$ cat src/rtl/game_pkg.sv
// Shared encodings for the multi-player movement engine: directions,
// FSM states, player colours and the PS/2 key-code table.
package game_pkg;

  typedef enum logic [2:0] {
    DIR_NONE  = 3'd0,
    DIR_UP    = 3'd1,
    DIR_DOWN  = 3'd2,
    DIR_LEFT  = 3'd3,
    DIR_RIGHT = 3'd4
  } dir_t;

  typedef enum logic [2:0] {
    ST_INIT   = 3'd0,
    ST_IDLE   = 3'd1,
    ST_LOOKUP = 3'd2,
    ST_CHECK  = 3'd3,
    ST_ERASE  = 3'd4,
    ST_DRAW   = 3'd5
  } state_t;

  // Index is the player number: p0 green, p1 blue, p2 red, p3 yellow.
  localparam logic [3:0][2:0] PLAYER_COLOR = {3'b110, 3'b100, 3'b001, 3'b010};

  // KEY_TABLE[player][dir-1], byte order per player is {right, left, down, up}.
  // p0 and p3 share codes and are told apart only by the E0 flag.
  localparam logic [3:0][3:0][7:0] KEY_TABLE = {
    32'h746B7275,   // p3: plain arrow-pad codes
    32'h4B3B4243,   // p2: I K J L
    32'h231C1B1D,   // p1: W S A D
    32'h746B7275    // p0: E0-extended arrows
  };

  localparam logic [3:0] KEY_EXT = 4'b0001;

  function automatic logic [2:0] playerColor(input logic [1:0] p);
    return PLAYER_COLOR[p];
  endfunction

endpackage

$ cat src/rtl/key_dir_decoder.sv
// Maps a PS/2 scan code plus its E0 flag onto (player, direction).
// o_hit is low for any code that belongs to no player's key set.
module key_dir_decoder
  import game_pkg::*;
(
  input  logic [7:0] i_keycode,
  input  logic       i_ext,
  output logic [1:0] o_player,
  output dir_t       o_dir,
  output logic       o_hit
);

  // Search the whole table; every (code, ext) pair appears at most once.
  always_comb begin
    o_player = 2'd0;
    o_dir    = DIR_NONE;
    o_hit    = 1'b0;
    for (int p = 0; p < 4; p++) begin
      for (int d = 0; d < 4; d++) begin
        if (i_keycode == KEY_TABLE[p][d] && i_ext == KEY_EXT[p]) begin
          o_player = 2'(p);
          o_dir    = dir_t'(3'(d + 1));
          o_hit    = 1'b1;
        end
      end
    end
  end

endmodule

$ cat src/rtl/multi_player_engine.sv
// Tick-driven movement engine for up to four keyboard-controlled players.
// Each tick walks the players in order: look up the step, check the
// obstacle memory and the other players, then erase and redraw.
module multi_player_engine
  import game_pkg::*;
#(
  parameter int NUM_PLAYERS = 2,
  parameter int X_W         = 8,
  parameter int Y_W         = 7,
  parameter int X_MAX       = 159,
  parameter int Y_MAX       = 119,
  parameter int TICK_CYCLES = 1000000,
  parameter int WRAP        = 0
)(
  input  logic           clk,
  input  logic           reset,
  input  logic [7:0]     keycode,
  input  logic           key_valid,
  input  logic           key_make,
  input  logic           key_ext,
  input  logic           trail,
  input  logic [2:0]     obs_mem,
  output logic [X_W-1:0] obs_x,
  output logic [Y_W-1:0] obs_y,
  output logic [X_W-1:0] x,
  output logic [Y_W-1:0] y,
  output logic [2:0]     color_draw,
  output logic           plot,
  output logic [2:0]     state,
  output logic [1:0]     cur_player,
  output logic [2:0]     move
);

  localparam int         CNT_W       = $clog2(TICK_CYCLES);
  localparam logic [1:0] LAST_PLAYER = 2'(NUM_PLAYERS - 1);

  function automatic logic [X_W-1:0] startX(input logic [1:0] p);
    return X_W'((int'(p) + 1) * X_MAX / (NUM_PLAYERS + 1));
  endfunction

  function automatic logic [Y_W-1:0] startY();
    return Y_W'(Y_MAX / 2);
  endfunction

  state_t           r_state, w_nextState;
  logic [1:0]       r_cur, w_curNext;
  dir_t             r_dir  [4];
  logic [X_W-1:0]   r_posX [4];
  logic [Y_W-1:0]   r_posY [4];
  logic [X_W-1:0]   r_candX, r_obsX, r_x, w_candX, w_plotX;
  logic [Y_W-1:0]   r_candY, r_obsY, r_y, w_candY, w_plotY;
  logic             r_edgeBlk, w_edgeBlk, w_collide;
  logic [CNT_W-1:0] r_tickCnt;
  logic             r_tickPend, w_tickWrap;
  logic             r_plot, w_plot;
  logic [2:0]       r_color, w_plotColor, r_move;
  logic             w_clrPend, w_latchCand, w_commit, w_advance;
  logic [1:0]       w_keyPlayer;
  dir_t             w_keyDir;
  logic             w_keyHit;

  key_dir_decoder u_keyDec (
    .i_keycode (keycode),
    .i_ext     (key_ext),
    .o_player  (w_keyPlayer),
    .o_dir     (w_keyDir),
    .o_hit     (w_keyHit)
  );

  assign w_tickWrap = (r_tickCnt == CNT_W'(TICK_CYCLES - 1));

  // The obstacle RAM needs the candidate address during LOOKUP so its
  // registered data lines up with CHECK; otherwise hold the last request.
  assign obs_x      = (r_state == ST_LOOKUP) ? w_candX : r_obsX;
  assign obs_y      = (r_state == ST_LOOKUP) ? w_candY : r_obsY;
  assign x          = r_x;
  assign y          = r_y;
  assign color_draw = r_color;
  assign plot       = r_plot;
  assign state      = r_state;
  assign cur_player = r_cur;
  assign move       = r_move;

  // Candidate position one step away, with wall clamping or wrapping.
  always_comb begin
    w_candX   = r_posX[r_cur];
    w_candY   = r_posY[r_cur];
    w_edgeBlk = 1'b0;
    case (r_dir[r_cur])
      DIR_UP: begin
        if (r_posY[r_cur] == '0) begin
          if (WRAP != 0) w_candY = Y_W'(Y_MAX);
          else           w_edgeBlk = 1'b1;
        end else         w_candY = r_posY[r_cur] - Y_W'(1);
      end
      DIR_DOWN: begin
        if (r_posY[r_cur] == Y_W'(Y_MAX)) begin
          if (WRAP != 0) w_candY = '0;
          else           w_edgeBlk = 1'b1;
        end else         w_candY = r_posY[r_cur] + Y_W'(1);
      end
      DIR_LEFT: begin
        if (r_posX[r_cur] == '0) begin
          if (WRAP != 0) w_candX = X_W'(X_MAX);
          else           w_edgeBlk = 1'b1;
        end else         w_candX = r_posX[r_cur] - X_W'(1);
      end
      DIR_RIGHT: begin
        if (r_posX[r_cur] == X_W'(X_MAX)) begin
          if (WRAP != 0) w_candX = '0;
          else           w_edgeBlk = 1'b1;
        end else         w_candX = r_posX[r_cur] + X_W'(1);
      end
      default: ;
    endcase
  end

  // A move into any other active player's current square is refused.
  always_comb begin
    w_collide = 1'b0;
    for (int q = 0; q < 4; q++) begin
      if (q < NUM_PLAYERS && 2'(q) != r_cur &&
          r_candX == r_posX[q] && r_candY == r_posY[q])
        w_collide = 1'b1;
    end
  end

  // Next-state, player sequencing and the plot request for this cycle.
  always_comb begin
    w_nextState = r_state;
    w_curNext   = r_cur;
    w_plot      = 1'b0;
    w_plotX     = r_posX[r_cur];
    w_plotY     = r_posY[r_cur];
    w_plotColor = 3'b000;
    w_clrPend   = 1'b0;
    w_latchCand = 1'b0;
    w_commit    = 1'b0;
    w_advance   = 1'b0;
    case (r_state)
      ST_INIT: begin
        w_plot      = 1'b1;
        w_plotX     = startX(r_cur);
        w_plotY     = startY();
        w_plotColor = playerColor(r_cur);
        if (r_cur == LAST_PLAYER) begin
          w_nextState = ST_IDLE;
          w_curNext   = 2'd0;
        end else begin
          w_curNext   = r_cur + 2'd1;
        end
      end
      ST_IDLE: begin
        if (r_tickPend) begin
          w_nextState = ST_LOOKUP;
          w_clrPend   = 1'b1;
        end
      end
      ST_LOOKUP: begin
        if (r_dir[r_cur] == DIR_NONE) begin
          w_advance = 1'b1;
        end else begin
          w_latchCand = 1'b1;
          w_nextState = ST_CHECK;
        end
      end
      ST_CHECK: begin
        if (obs_mem != 3'd0 || r_edgeBlk || w_collide) w_advance = 1'b1;
        else                                            w_nextState = ST_ERASE;
      end
      ST_ERASE: begin
        w_plot      = !trail;
        w_nextState = ST_DRAW;
      end
      ST_DRAW: begin
        w_plot      = 1'b1;
        w_plotX     = r_candX;
        w_plotY     = r_candY;
        w_plotColor = playerColor(r_cur);
        w_commit    = 1'b1;
        w_advance   = 1'b1;
      end
      default: begin
        w_nextState = ST_INIT;
        w_curNext   = 2'd0;
      end
    endcase
    if (w_advance) begin
      if (r_cur == LAST_PLAYER) begin
        w_nextState = ST_IDLE;
        w_curNext   = 2'd0;
      end else begin
        w_nextState = ST_LOOKUP;
        w_curNext   = r_cur + 2'd1;
      end
    end
  end

  // State register, candidate latch and registered plot outputs.
  always_ff @(posedge clk) begin
    if (reset) begin
      r_state   <= ST_INIT;
      r_cur     <= 2'd0;
      r_candX   <= '0;
      r_candY   <= '0;
      r_edgeBlk <= 1'b0;
      r_obsX    <= '0;
      r_obsY    <= '0;
      r_move    <= 3'd0;
      r_plot    <= 1'b0;
      r_x       <= '0;
      r_y       <= '0;
      r_color   <= 3'd0;
    end else begin
      r_state <= w_nextState;
      r_cur   <= w_curNext;
      r_plot  <= w_plot;
      r_x     <= w_plotX;
      r_y     <= w_plotY;
      r_color <= w_plotColor;
      if (r_state == ST_LOOKUP) r_move <= r_dir[r_cur];
      if (w_latchCand) begin
        r_candX   <= w_candX;
        r_candY   <= w_candY;
        r_edgeBlk <= w_edgeBlk;
        r_obsX    <= w_candX;
        r_obsY    <= w_candY;
      end
    end
  end

  // Player positions and key-driven directions; a break only clears the
  // direction it set, so releasing some other key of the same set is harmless.
  always_ff @(posedge clk) begin
    if (reset) begin
      for (int p = 0; p < 4; p++) begin
        r_posX[p] <= startX(2'(p));
        r_posY[p] <= startY();
        r_dir[p]  <= DIR_NONE;
      end
    end else begin
      if (w_commit) begin
        r_posX[r_cur] <= r_candX;
        r_posY[r_cur] <= r_candY;
      end
      if (key_valid && w_keyHit && int'(w_keyPlayer) < NUM_PLAYERS) begin
        if (key_make)                          r_dir[w_keyPlayer] <= w_keyDir;
        else if (r_dir[w_keyPlayer] == w_keyDir) r_dir[w_keyPlayer] <= DIR_NONE;
      end
    end
  end

  // Free-running tick divider; ticks that land while busy merge into one.
  always_ff @(posedge clk) begin
    if (reset) begin
      r_tickCnt  <= '0;
      r_tickPend <= 1'b0;
    end else begin
      r_tickCnt <= w_tickWrap ? '0 : r_tickCnt + CNT_W'(1);
      if (w_tickWrap)     r_tickPend <= 1'b1;
      else if (w_clrPend) r_tickPend <= 1'b0;
    end
  end

endmodule

$ cat config.mk
export PLATFORM = sky130hd
export DESIGN_NAME = multi_player_engine
export DESIGN_NICKNAME = d
export VERILOG_FILES = /design/src/rtl/game_pkg.sv /design/src/rtl/key_dir_decoder.sv /design/src/rtl/multi_player_engine.sv
export SDC_FILE = /design/constraint.sdc
export NUM_CORES = 1
export LEC_CHECK = 0
export ABC_AREA = 1
export BUFFER_PORTS_ARGS = -buffer_cell sky130_fd_sc_hd__buf_2
export CORE_ASPECT_RATIO = 0.8
export CORE_MARGIN = 3
export CORE_UTILIZATION = 25
export DETAILED_ROUTE_END_ITERATION = 8
export GPL_TIMING_DRIVEN = 0
export SYNTH_ARGS = -nofsm -noshare
export SYNTH_HDL_FRONTEND = slang
export SYNTH_HIERARCHICAL = 1
export SYNTH_SLANG_ARGS = --single-unit
$ cat constraint.sdc
create_clock -name clk -period 3.01 [get_ports clk]
set_input_delay 0.1505 -clock clk [delete_from_list [all_inputs] [get_ports clk]]
set_output_delay 0.1505 -clock clk [all_outputs]
set_load 0.1 [all_outputs]
; ---- After elaboration in Yosys (flattened, before gate mapping)
; Memories as Yosys holds them, arrays and structs flattened. A register that Yosys moved wholly into a read port is not among the register bits.
; Index checks and enable logic that the tools add are counted.
; Widths: inputs -> output; s select.
[op_classes]
add_sub_neg = 7
multipliers = 1
div = 1
order_cmp = 2
eq_ne = 37
n_mux = 114
bitwise = 3
n_reduce_logical = 40
[op_table]
columns = op, n
row1 = $mux 3, 23
row2 = $eq 8x7->1 const B, 7
row3 = $mux 1, 53
row4 = $mux 2, 20
row5 = $div 32x3->32 const B, 1
row6 = $mux 8, 4
row7 = $pmux 8 s2, 2
row8 = $mux 7, 4
row9 = $pmux 7 s2, 2
row10 = $eq 8x5->1 const B, 3
row11 = $logic_and 1x1->1, 22
row12 = $add 20x1->20 const B, 1
row13 = $eq 20x20->1 const B, 1
row14 = $pmux 3 s6, 1
row15 = $eq 8x6->1 const B, 2
row16 = $eq 8x8->1, 2
row17 = $eq 7x7->1, 2
row18 = $eq 3x2->1 const B, 4
row19 = $ne 3x3->1 const B, 4
row20 = $mul 3x8->11 const B, 1
row21 = $eq 3x3->1 const B, 3
row22 = $add 8x1->8 const B, 1
row23 = $eq 8x8->1 const B, 1
row24 = $logic_not 8->1, 1
row25 = 33 further kinds, 40
[word_totals]
register_bits = 64
ramBits = 72
out_inout_bits = 42
elab_cells = 220
n_memories = 3
[memory_table]
columns = memory, words, word_bits, read_ports, rd_ports_with_merged_regs, wr, line_no
row1 = r_posX, 4, 8, 3, 1, 4, multi_player_engine.sv:48  ; logic [X_W-1:0] r_posX [4];
row2 = r_posY, 4, 7, 3, 1, 4, multi_player_engine.sv:49  ; logic [Y_W-1:0] r_posY [4];
row3 = r_dir, 4, 3, 2, 1, 4, multi_player_engine.sv:47  ; dir_t r_dir [4];

; ---- Longest topological paths before layout
; Gate-level depths: netlist (run 1).
[depth]
ltp_word = 27
ltp_mapped = 18
mapped_depth_nobuf = 16

; ---- Modules after synthesis
; The synthesis (run 1) kept the hierarchy.
[modules_own_cells]
columns = mod, instances, cells_per_inst, area_each_um2, seq_area_each_um2
row1 = multi_player_engine, 1, 1069, 7927.6, 3483.3
row2 = key_dir_decoder, 1, 73, 361.6, 0.0

; ---- Least setup slack after synthesis (run 1)
; No wires, ideal clock.
[synth_path]
path_type = reg-to-output
startpoint = reg r_state[2], in the netlist state[2]
endpoint = out obs_y[0]
t_arrival_ns = 3.683
setup_slack_ns = -0.824
path_stages_with_launch = 4
path_buffers = 1
path_cell_list = dfxtp_1 nor3_2 clkbuf_1 o21ai_0
[synth_via]
elab_chain_cells = 2
[synth_lines]
columns = item, line_no
row1 = from (decl), multi_player_engine.sv:45  ; state_t r_state, w_nextState;
row2 = from (signal assigned), multi_player_engine.sv:215  ; r_state <= w_nextState;
row3 = $eq 3x2->1, multi_player_engine.sv:75  ; assign obs_y = (r_state == ST_LOOKUP) ? w_candY : r_obsY;
row4 = $mux 7, multi_player_engine.sv:75
row5 = to (decl), multi_player_engine.sv:24  ; output logic [Y_W-1:0] obs_y,
; Every way passes these cells.

==> impl_results.md, run 1 <==
* Asr flop ratio synth at 0%
* CP arrival at 2.77 ns
* IO Port Bufs at 58
* DRC errors left at 0
* R2R Setup Slk at around 0.20 ns
* Yosys cell types at 50
* DRC marker count from the first detailed-route iteration at 806
* Ports at 59
* Die area at 35400 um^2
* GRT busiest layer: met2
* CTS Sinks at 138
* Worst-margin pin slew at 0.802 ns
* Status: finished clean
* Final wirelength at 26300 um
* Top cell type's share of synthesized area at 26.1%
* Unrepaired setup endpoints after global routing: yes
* # rows at 58
* Average wire per standard cell at 15.6 um
* Critical path required time at approximately 2.9 ns
* Final hold slack at 0.223 ns
* Final worst slack at approximately 0.094 ns
* Syn_area_per_cell at between 7 and 8 um^2
* GRT Total Usage at approximately 15%
* Fill count at 3385
* Pre-CTS WS at 0.0495 ns
* Post-synth top cells: 372 x nand2_1, 119 x inv_1, 99 x nor2_1
* H-tree depth at 4
* Antenna violations before repair at 1
* Gr ovfl total at 0
* DRT Pass-1 Iters at 5
* Die width at 210 um
* Worst skew pair latency at 0.43 ns
* Total negative slack at 0 ns
* Number of synthesized register bits at about 140
* Via density at 4.80
* Vias in the first global route at 7440
* TritonCTS Buffers at 17
* Final nets at 1277
* Post-route ant nets at 0
* Period utilisation layout at 96.9%
* Reg clk slew, reported paths at 0.06 ns
* Most used DFF post-synth: edfxtp_1
* Final Hold Vio Count at 0
* Normalized max-slew margin at 46.5%
* Final setup fails at 0
* PD cells at 864 nW/um^2
* Post-layout minimum cycle time at 2.92 ns
* Clock buffer depth at 2
* DIE HEIGHT at 169 um
* DP HPWL at 19700 um
* CTS tree: done
* Most common cell in the netlist: nand2_1
* Initial Utilization at 25.8%
* Number of flops mapped to enable cells by yosys at 72
* Register area share after synthesis at 42.0%
* Power, Total at 9.00 mW
* Finished Layout Cells at 1682
* Synth area leader: edfxtp_1
* HP Class: in2reg
* Area growth, synth to finish at 25.6%
* Max Cap Violations at 0
* Yosys Warn Count at 6
* CP Launch Type: flop
* Static leakage at around 4.5 nW
* Kind of end point of the critical path: primary output
* First-pass GRT wire length at 41000 um
* Synth Cell Area at 8290 um^2
* Core area at 32100 um^2
* Pin count of the biggest net entering global routing at 17
* Vias after detailed routing at 8069
* Clock skew at 0.0119 ns
* Layout cells sized above 1 at 21.8%
* CTS Root Cell: clkbuf_16
* Inst Count DP at 1623
* GP Congestion at approximately 0.89
* Worst vdd ir at roughly 0.48 mV
* Met3 GRT Util at 3.76%
* Fin. max-slew vios at 0
* F_max at 343 MHz
* Syn Inst Count at 1142
* Dominant cells by area after synthesis: edfxtp_1 26%, nand2_1 17%, dfxtp_1 16%
* Met1 usage at 21.5%
* M2 GR Usage at 21.8%
* Largest fanout on the critical path at 5
* Worst Setup Path Type: reg2out
area by class of cell:
type                    count  area (um^2)  area share (%)
diodes                      1         2.50          0.0240
inverters                 153          588            5.65
flip-flops and latches    138         3480            33.5
plain buffers              28          221            2.13
clock inverters            14          178            1.71
clock buffers              18          429            4.12
well taps                 420          526            5.05
multi-input cells         825         4220            40.6
repair buffers             85          758            7.29
stage by stage:
stage | cell area, um^2 | utilization [%]
6_report | 10400 | 32.4
5_1_grt | 10400 | 32.4
4_1_cts | 9960 | 31.1
3_5_place_dp | 9150 | 28.5
3_3_place_gp | 9130 | 28.4
2_1_floorplan | 8310 | -
metal layers:
metal | wire, um | vias up
met4 | 210 | 2
met3 | 2250 | 20
met2 | 11300 | 306
met5 | 13 | -
met1 | 12500 | 3830
li1 | - | 3911
critical path, cell delays in order, from the launching register on:
cell and delay (ns):
dfxtp_2 0.32, buf_8 0.14, buf_8 0.13, buf_8 0.13
a21oi_2 0.10, o21ai_1 0.08, nand2_2 0.16, ha_4 0.18
inv_2 0.04, nor2_4 0.14, nand2_4 0.08, o21ai_4 0.23
nand3_2 0.11, nand2_2 0.10, nand2_1 0.07, o21ai_2 0.10
buf_12 0.20
state kept, by name, summed over array words and instances, names as in the netlist, 7 cells and up, named ones only:
register	count
r_posX	32
r_posY	28
r_tickCnt	20
r_dir	12
r_obsX	8
x	8
r_obsY	7
y	7
cells in the final DEF (no fill, tap or decap), drive strengths merged, types with 4 or more instances in the layout:
cell    count
inv       148
nor2      122
dfxtp      66
a31oi       7
clkbuf     28
nand4      22
a21oi      36
o21ai      62
o22ai       4
nor4        4
xor2       10
clkinv     15
nand3b      4
bufinv      4
buf       102
edfxtp     72
nand3     100
nand2     398
nor3       24
ha         12
what timing repair did:
item | 4_1_cts | 5_1_grt
cloned | 0 | 2
hold buffers | 1 | 0
pin swaps | 4 | 20
resized for setup | 46 | 64
setup endpoints to repair | 15 | 30
buffers inserted | 5 | 18
endpoints found under the hold margin | 1 | 0
path summary, 6_finish.rpt:
| kind | startpoint | endpoint | depth (start not counted) |
|---|---|---|---|
| worst max register to register | state[2]$_SDFFE_PP0P_ | r_posY[2][1]$_SDFFCE_PN1P_ | 10 |
| worst max-delay path | flop | obs_y[0] | 16 |
| worst min register to register | r_tickCnt[0]$_SDFF_PP0_ | r_tickCnt[0]$_SDFF_PP0_ | 1 |
| worst min-delay path | reset | r_posX[3][4]$_DFFE_PP_ | 4 |
power by group:
part / switching [mW] / internal (mW) / total (mW)
Clock: 0.862 / 1.38 / 2.24
Combinational: 3.24 / 1.26 / 4.49
Sequential: 0.114 / 2.15 / 2.26
Total: 4.21 / 4.78 / 9.00
logic make-up after synthesis:
family                   Yosys count  synth area share [%]
AND/OR/NAND/NOR                  678                  37.1
buffers and inverters            181                  9.42
flip-flops                       138                  42.0
AO/OA/AOI/OAI                    120                  8.30
XOR/XNOR                          12                  1.27
adder cells (fa/ha/maj)           12                  1.81
other                              1                0.0452
No activity file was read; power rests on OpenSTA's default activity.
==> run 2: changes to the inputs <==
Settings changed: GPL_TIMING_DRIVEN 0 to default, REMOVE_ABC_BUFFERS from default to 1.
==> run 2 against run 1 <==
  * Non-clock buffer count fell by 30
  * Cell count down 1.8%
  * Power is 4.4% lower
  * Wire length fell by 0.33%
  * Global-route usage increased by 0.17 points
  * Critical path depth grew 1
  * Sequential power hardly changed
  * Sequential share of layout area is 1.1 points higher
  * Utilization down 1.0 points
  * Flip-flop and latch count did not move
  * Hold slack worse by 0.048 ns
==> impl_results.md, run 2 (synthesis results as in run 1) <==
* Via density at 4.76 (-0.83%)
* CP Launch Type: flop
* Die area at 35400 um^2 (unchanged)
* Core area at 32100 um^2 (unchanged)
* Final nets at 1248 (-2.3%)
* Area of the multi-input gates at 4100 um^2 (-2.8%)
* Critical path required time at 2.86 ns (about the same)
* Commonest non-fill, non-tap cell in the layout: nand2_1
* H-tree depth at 4 (unchanged)
* Largest fanout on the critical path at 16 (+11)
* Static leakage at 4.31 nW (-3.4%)
* Post-layout minimum cycle time at 2.89 ns (-0.0304 ns)
* DP HPWL at 18600 um (-5.5%)
* IO Port Bufs at 58 (unchanged)
* CTS Root Cell: clkbuf_16
* First-pass GRT wire length at 40900 um (-0.29%)
* Finished Layout Cells at 1652 (-1.8%)
* Fill count at 3414 (+0.86%)
* Reg clk slew, reported paths at 0.07 ns (about the same)
* DIE HEIGHT at 169 um (unchanged)
* Antenna violations before repair at 0 (-1)
* Final setup fails at 0 (unchanged)
* CP max stage cell: dfxtp_4
* CTS Sinks at 138 (unchanged)
* GP Congestion at 0.877 (-0.98%)
* Fin. max-slew vios at 0 (unchanged)
* Commonest cells after routing, fill and taps aside: 369 x nand2_1, 117 x inv_1, 99 x nor2_1
* Die width at 210 um (unchanged)
* Worst Setup Path Type: reg2out
* # rows at 58 (unchanged)
* Gr ovfl total at 0 (unchanged)
* Clock buffer depth at 2 (unchanged)
* Worst vdd ir at 0.445 mV (-6.3%)
* Number of diodes at 0 (-1)
* Status: finished clean
* Layout cells sized above 1 at 19.3% (-2.5 points)
* Normalized max-slew margin at 34.0% (-12 points)
* DRC errors left at 0 (unchanged)
* Most used cell, CP: nand2_1
* Cell chain of the critical path: buf_12, inv_16, nand2_1, o211ai_1, nand2_2, ha_2, inv_1, nor2_4, nand2_2, o21ai_4, buf_4, inv_1, nand2_1, nand3_2, nand2_1, o21ai_2, clkbuf_16
* CP arrival at 2.74 ns (-0.03 ns)
* Period utilisation layout at 95.9% (-1.0 points)
* Worst-margin pin slew at 0.983 ns (+0.182 ns)
* Kind of end point of the critical path: primary output
* Final wirelength at 26200 um (-0.33%)
* Most flops, register: r_posX
* DRC marker count from the first detailed-route iteration at 824 (+2.2%)
* TritonCTS Buffers at 17 (unchanged)
* Clock skew at 0.0111 ns (-0.000787 ns)
* Inst Count DP at 1609 (-0.86%)
* Pin count of the biggest net entering global routing at 30 (+13)
* Max incr delay on CP at 0.39 ns (+0.07 ns)
* Top flop regs: r_posX (32), r_posY (28), r_tickCnt (20)
* Vias after detailed routing at 7859 (-2.6%)
* Max reg flops at 32 (unchanged)
* PD cells at 853 nW/um^2 (-1.3%)
* Area growth, synth to finish at 21.6%
* Sequential cell area at 3490 um^2 (about the same)
* F_max at 347 MHz (+1.1%)
* Max Cap Violations at 0 (unchanged)
* Post-route ant nets at 0 (unchanged)
* Ports at 59 (unchanged)
* CTS tree: done
* Worst skew pair latency at 0.44 ns (about the same)
* Vias in the first global route at 7365 (-1.0%)
* HP Class: in2reg
* Initial Utilization at 25.8% (unchanged)
* Total negative slack at 0 ns (unchanged)
* Average wire per standard cell at 15.9 um (+1.5%)
* Unrepaired setup endpoints after global routing: yes
* GRT Total Usage at 14.8% (+0.17 points)
* DRT Pass-1 Iters at 5 (unchanged)
* Final Hold Vio Count at 0 (unchanged)
-- run 2: changes by cell type in the layout (fill, tap and decap cells not counted), sizes merged --
cell,delta
buf,-24
inv,+11
clkbuf,-9
clkinv,-6
bufinv,-4
bufbuf,+2
clkinvlp,+1
diode,-1
-- run 2: cell type report --
| type | instances | share of cell area, % |
|---|---|---|
| repair inverters | 1 | 0.0869 |
| inverters | 153 | 5.94 |
| flip-flops and latches | 138 | 34.6 |
| clock buffers | 17 | 4.22 |
| clock inverters | 15 | 1.46 |
| repair buffers | 83 | 7.79 |
| multi-input cells | 825 | 40.7 |
| well taps | 420 | 5.21 |
-- run 2: worst paths after layout --
| path | slack (ns) | endpoint | startpoint | cells after the start |
|---|---|---|---|---|
| worst min register to register | 0.45 | r_tickCnt[0]$_SDFF_PP0_ | r_tickCnt[0]$_SDFF_PP0_ | 1 |
| worst max register to register | 0.50 | r_posX[1][6]$_SDFFCE_PN1P_ | state[2]$_SDFFE_PP0P_ | 7 |
| worst min-delay path | 0.17 | x[7]$_SDFF_PP0_ | reset | 2 |
| worst max-delay path | 0.12 | obs_y[3] | flop | 17 |
-- run 2: stage by stage --
| stage | hold slack, ns | instance area, um^2 | utilization, % | worst slack (ns) | power (mW) |
|---|---|---|---|---|---|
| after global routing | 0.173 | 10100 | 31.4 | -0.0356 | 9.02 |
| after detailed placement | 0.353 | 9280 | 28.9 | 0.337 | 6.26 |
| after CTS | 0.163 | 9970 | 31.1 | 0.00610 | 8.52 |
| final | 0.175 | 10100 | 31.4 | 0.124 | 8.60 |
| after global placement | 0.357 | 9280 | 28.9 | 0.363 | 6.24 |
| after floorplan | 0.220 | 8100 | - | -0.995 | 5.15 |
-- run 2: metal layers --
layer	routed length, um	part of all wire (%)	vias up	GRT usage (%)
met2	11600	44	285	22.9
met3	1860	7.1	51	3.06
met1	11900	45	3672	20.3
met4	869	3.3	0	5.65
li1	-	-	3851	-
met5	0	0	-	0
-- run 2: timing repair --
action,4_1_cts,5_1_grt
setup buffers,0,7
gates resized for setup,7,24
cloned,3,0
hold endpoints to repair,1,0
pin swaps,1,9
endpoints found under the setup margin,12,14
hold buffers,1,0
-- run 2: report_power, final --
group | leakage [nW] | total [mW] | switching (mW) | internal [mW]
Sequential | 1.15 | 2.28 | 0.127 | 2.15
Combinational | 2.88 | 4.26 | 3.14 | 1.11
Clock | 0.283 | 2.07 | 0.966 | 1.10
-- run 2: worst max-delay path: cells and delay by family (launching register included) --
kind	cells	cell delay, ns
buffers and inverters	6	0.72
AOI/OAI and AO/OA	3	0.34
and+or+nand+nor	7	0.65
adders and majority gates	1	0.21
DFF	1	0.39
==> run 3: changes to the inputs <==
Settings changed: SETUP_SLACK_MARGIN from default to 0.5.
==> run 3 against run 2 <==
  * Die area did not move
  * Clock skew barely moved
  * Non-clock buffer count rose by 34
  * Via count rose by 3.6%
  * Flip-flop and latch count did not move
  * Power rose by 7.9%
  * Utilization rose by 2.2 points
  * Fmax rose by 1.1%
  * Sequential power barely moved
  * Clock power barely moved
  * Wire length rose by 5.6%
  * Cell area rose by 7.0%
  * Largest power group unchanged
==> impl_results.md, run 3 (synthesis results as in run 1) <==
* Post-route ant nets at 0 (unchanged)
* Post-layout minimum cycle time at 2.85 ns (-0.0323 ns)
* # rows at 58 (unchanged)
* Final instance area at 10800 um^2 (+7.0%)
* Max Cap Violations at 0 (unchanged)
* CTS Sinks at 138 (unchanged)
* DRC marker count from the first detailed-route iteration at 840 (+1.9%)
* Final hold slack at 0.186 ns (+0.0115 ns)
* Clock skew at 0.0111 ns (-0.0000475 ns)
* Final nets at 1283 (+2.8%)
* CP Launch Type: flop
* HP Class: in2reg
* DP HPWL at 18600 um (unchanged)
* PD cells at 860 nW/um^2 (+0.82%)
* Final wirelength at 27700 um (+5.6%)
* Period utilisation layout at 94.8% (-1.1 points)
* Pre-CTS WS at 0.337 ns (unchanged)
* DRT Pass-1 Iters at 7 (+2)
* Static leakage at 4.59 nW (+6.3%)
* First-pass GRT wire length at 42700 um (+4.3%)
* Status: finished clean
* Number of diodes at 0 (unchanged)
* Worst skew pair latency at 0.44 ns (about the same)
* GRT Total Usage at 15.4% (+0.60 points)
* Largest fanout on the critical path at 8 (-8)
* Vias after detailed routing at 8144 (+3.6%)
* Met1 usage at 20.5% (+0.14 points)
* IO Port Bufs at 58 (unchanged)
* Met3 GRT Util at 3.08% (+0.019 points)
* CTS tree: done
* CTS Root Cell: clkbuf_16
* Antenna violations before repair at 0 (unchanged)
* Commonest cells after routing, fill and taps aside: 351 x nand2_1, 107 x inv_1, 95 x nor2_1
* Max reg flops at 32 (unchanged)
* M2 GR Usage at 24.6% (+1.7 points)
* Fin. max-slew vios at 0 (unchanged)
* CP arrival at 2.70 ns (-0.04 ns)
* Area post-placement at 9280 um^2 (unchanged)
* F_max at 350 MHz (+1.1%)
* GRT busiest layer: met2
* Layout cells sized above 1 at 26.2% (+6.9 points)
* Die area at 35400 um^2 (unchanged)
* Average wire per standard cell at 16.4 um (+3.4%)
* Top flop regs: r_posX (32), r_posY (28), r_tickCnt (20)
* Unrepaired setup endpoints after global routing: yes
* Ports at 59 (unchanged)
* Vias in the first global route at 7773 (+5.5%)
* Pin count of the biggest net entering global routing at 30 (unchanged)
* TritonCTS Buffers at 17 (unchanged)
* Via density at 4.83 (+1.5%)
* DIE HEIGHT at 169 um (unchanged)
* Area growth, synth to finish at 30.2%
* H-tree depth at 4 (unchanged)
* Most flops, register: r_posX
* Critical path required time at 2.86 ns (about the same)
* Worst Setup Path Type: reg2out
* Final worst slack at 0.157 ns (+0.0323 ns)
* Initial Utilization at 25.8% (unchanged)
* GP Congestion at 0.877 (unchanged)
* Final setup fails at 0 (unchanged)
* Core area at 32100 um^2 (unchanged)
* Commonest non-fill, non-tap cell in the layout: nand2_1
* Normalized max-slew margin at 27.4% (-6.6 points)
* DRC errors left at 0 (unchanged)
* Die width at 210 um (unchanged)
* Kind of end point of the critical path: primary output
* Gr ovfl total at 0 (unchanged)
* Clock buffer depth at 2 (unchanged)
* Worst vdd ir at 0.446 mV (+0.21%)
* Worst-margin pin slew at 1.08 ns (+0.0985 ns)
* Final Hold Vio Count at 0 (unchanged)
* Reg clk slew, reported paths at 0.07 ns (about the same)
run 3: changes by cell type in the layout (fill, tap and decap cells not counted), sizes merged:
cell,previous run,this run
inv,159,160
clkbuf,19,20
bufbuf,2,0
buf,78,113
run 3: area by class of cell:
cell class,instances,area [um^2]
Tap cell,420,526
Clock inverter,15,148
Clock buffer,17,425
Multi-Input combinational cell,825,4450
Timing Repair Buffer,117,1110
Inverter,153,618
Fill cell,3358,21300
Timing Repair inverter,2,28.8
Sequential cell,138,3490
run 3: metal layers:
metal  routed length, um  up-vias
met4                1050        0
met3                1980       61
li1                    -     3917
met5                   0        -
met1               12200     3856
met2               12400      310
run 3: critical path, stage by stage, from the launching register on:
cell,delay (ns)
dfxtp_4,0.39
buf_12,0.17
inv_16,0.05
nand2_4,0.04
o211ai_1,0.09
nand2_2,0.12
buf_6,0.11
ha_4,0.14
inv_4,0.03
nor2_4,0.16
nand2_4,0.09
o21ai_4,0.24
nand2_1,0.10
o21ai_2,0.07
nand2_1,0.06
nand2_1,0.09
o21ai_2,0.09
buf_12,0.19
run 3: worst paths after layout:
path | start | end | slack [ns] | cells past startpoint
max | flop | obs_y[1] | 0.16 | 17
min | reset | x[7]$_SDFF_PP0_ | 0.19 | 2
min reg2reg | r_tickCnt[0]$_SDFF_PP0_ | r_tickCnt[0]$_SDFF_PP0_ | 0.45 | 1
max reg2reg | state[2]$_SDFFE_PP0P_ | r_posX[3][4]$_DFFE_PP_ | 0.60 | 5
run 3: timing repair:
action	in CTS	in global routing
resized for setup	102	40
gates cloned	5	1
endpoints found under the hold margin	1	0
pin swaps	27	17
setup endpoints to repair	15	53
hold buffers	1	0
setup buffers	30	9
run 3: where the power goes:
| part | total [mW] | switching [mW] | internal [mW] | leakage [nW] |
|---|---|---|---|---|
| logic | 4.93 | 3.47 | 1.46 | 3.15 |
| registers | 2.28 | 0.130 | 2.15 | 1.15 |
| clock network | 2.07 | 0.972 | 1.10 | 0.283 |
run 3: per-stage QoR:
stage | std cells | power, mW | utilization, % | setup TNS (ns)
floorplan | 1116 | 5.15 | - | -22.47
global placement | 1609 | 6.24 | 28.9 | 0
detailed placement | 1609 | 6.26 | 28.9 | 0
CTS | 1677 | 9.00 | 32.9 | 0
global route | 1687 | 9.71 | 33.6 | 0
finish | 1687 | 9.28 | 33.6 | 0
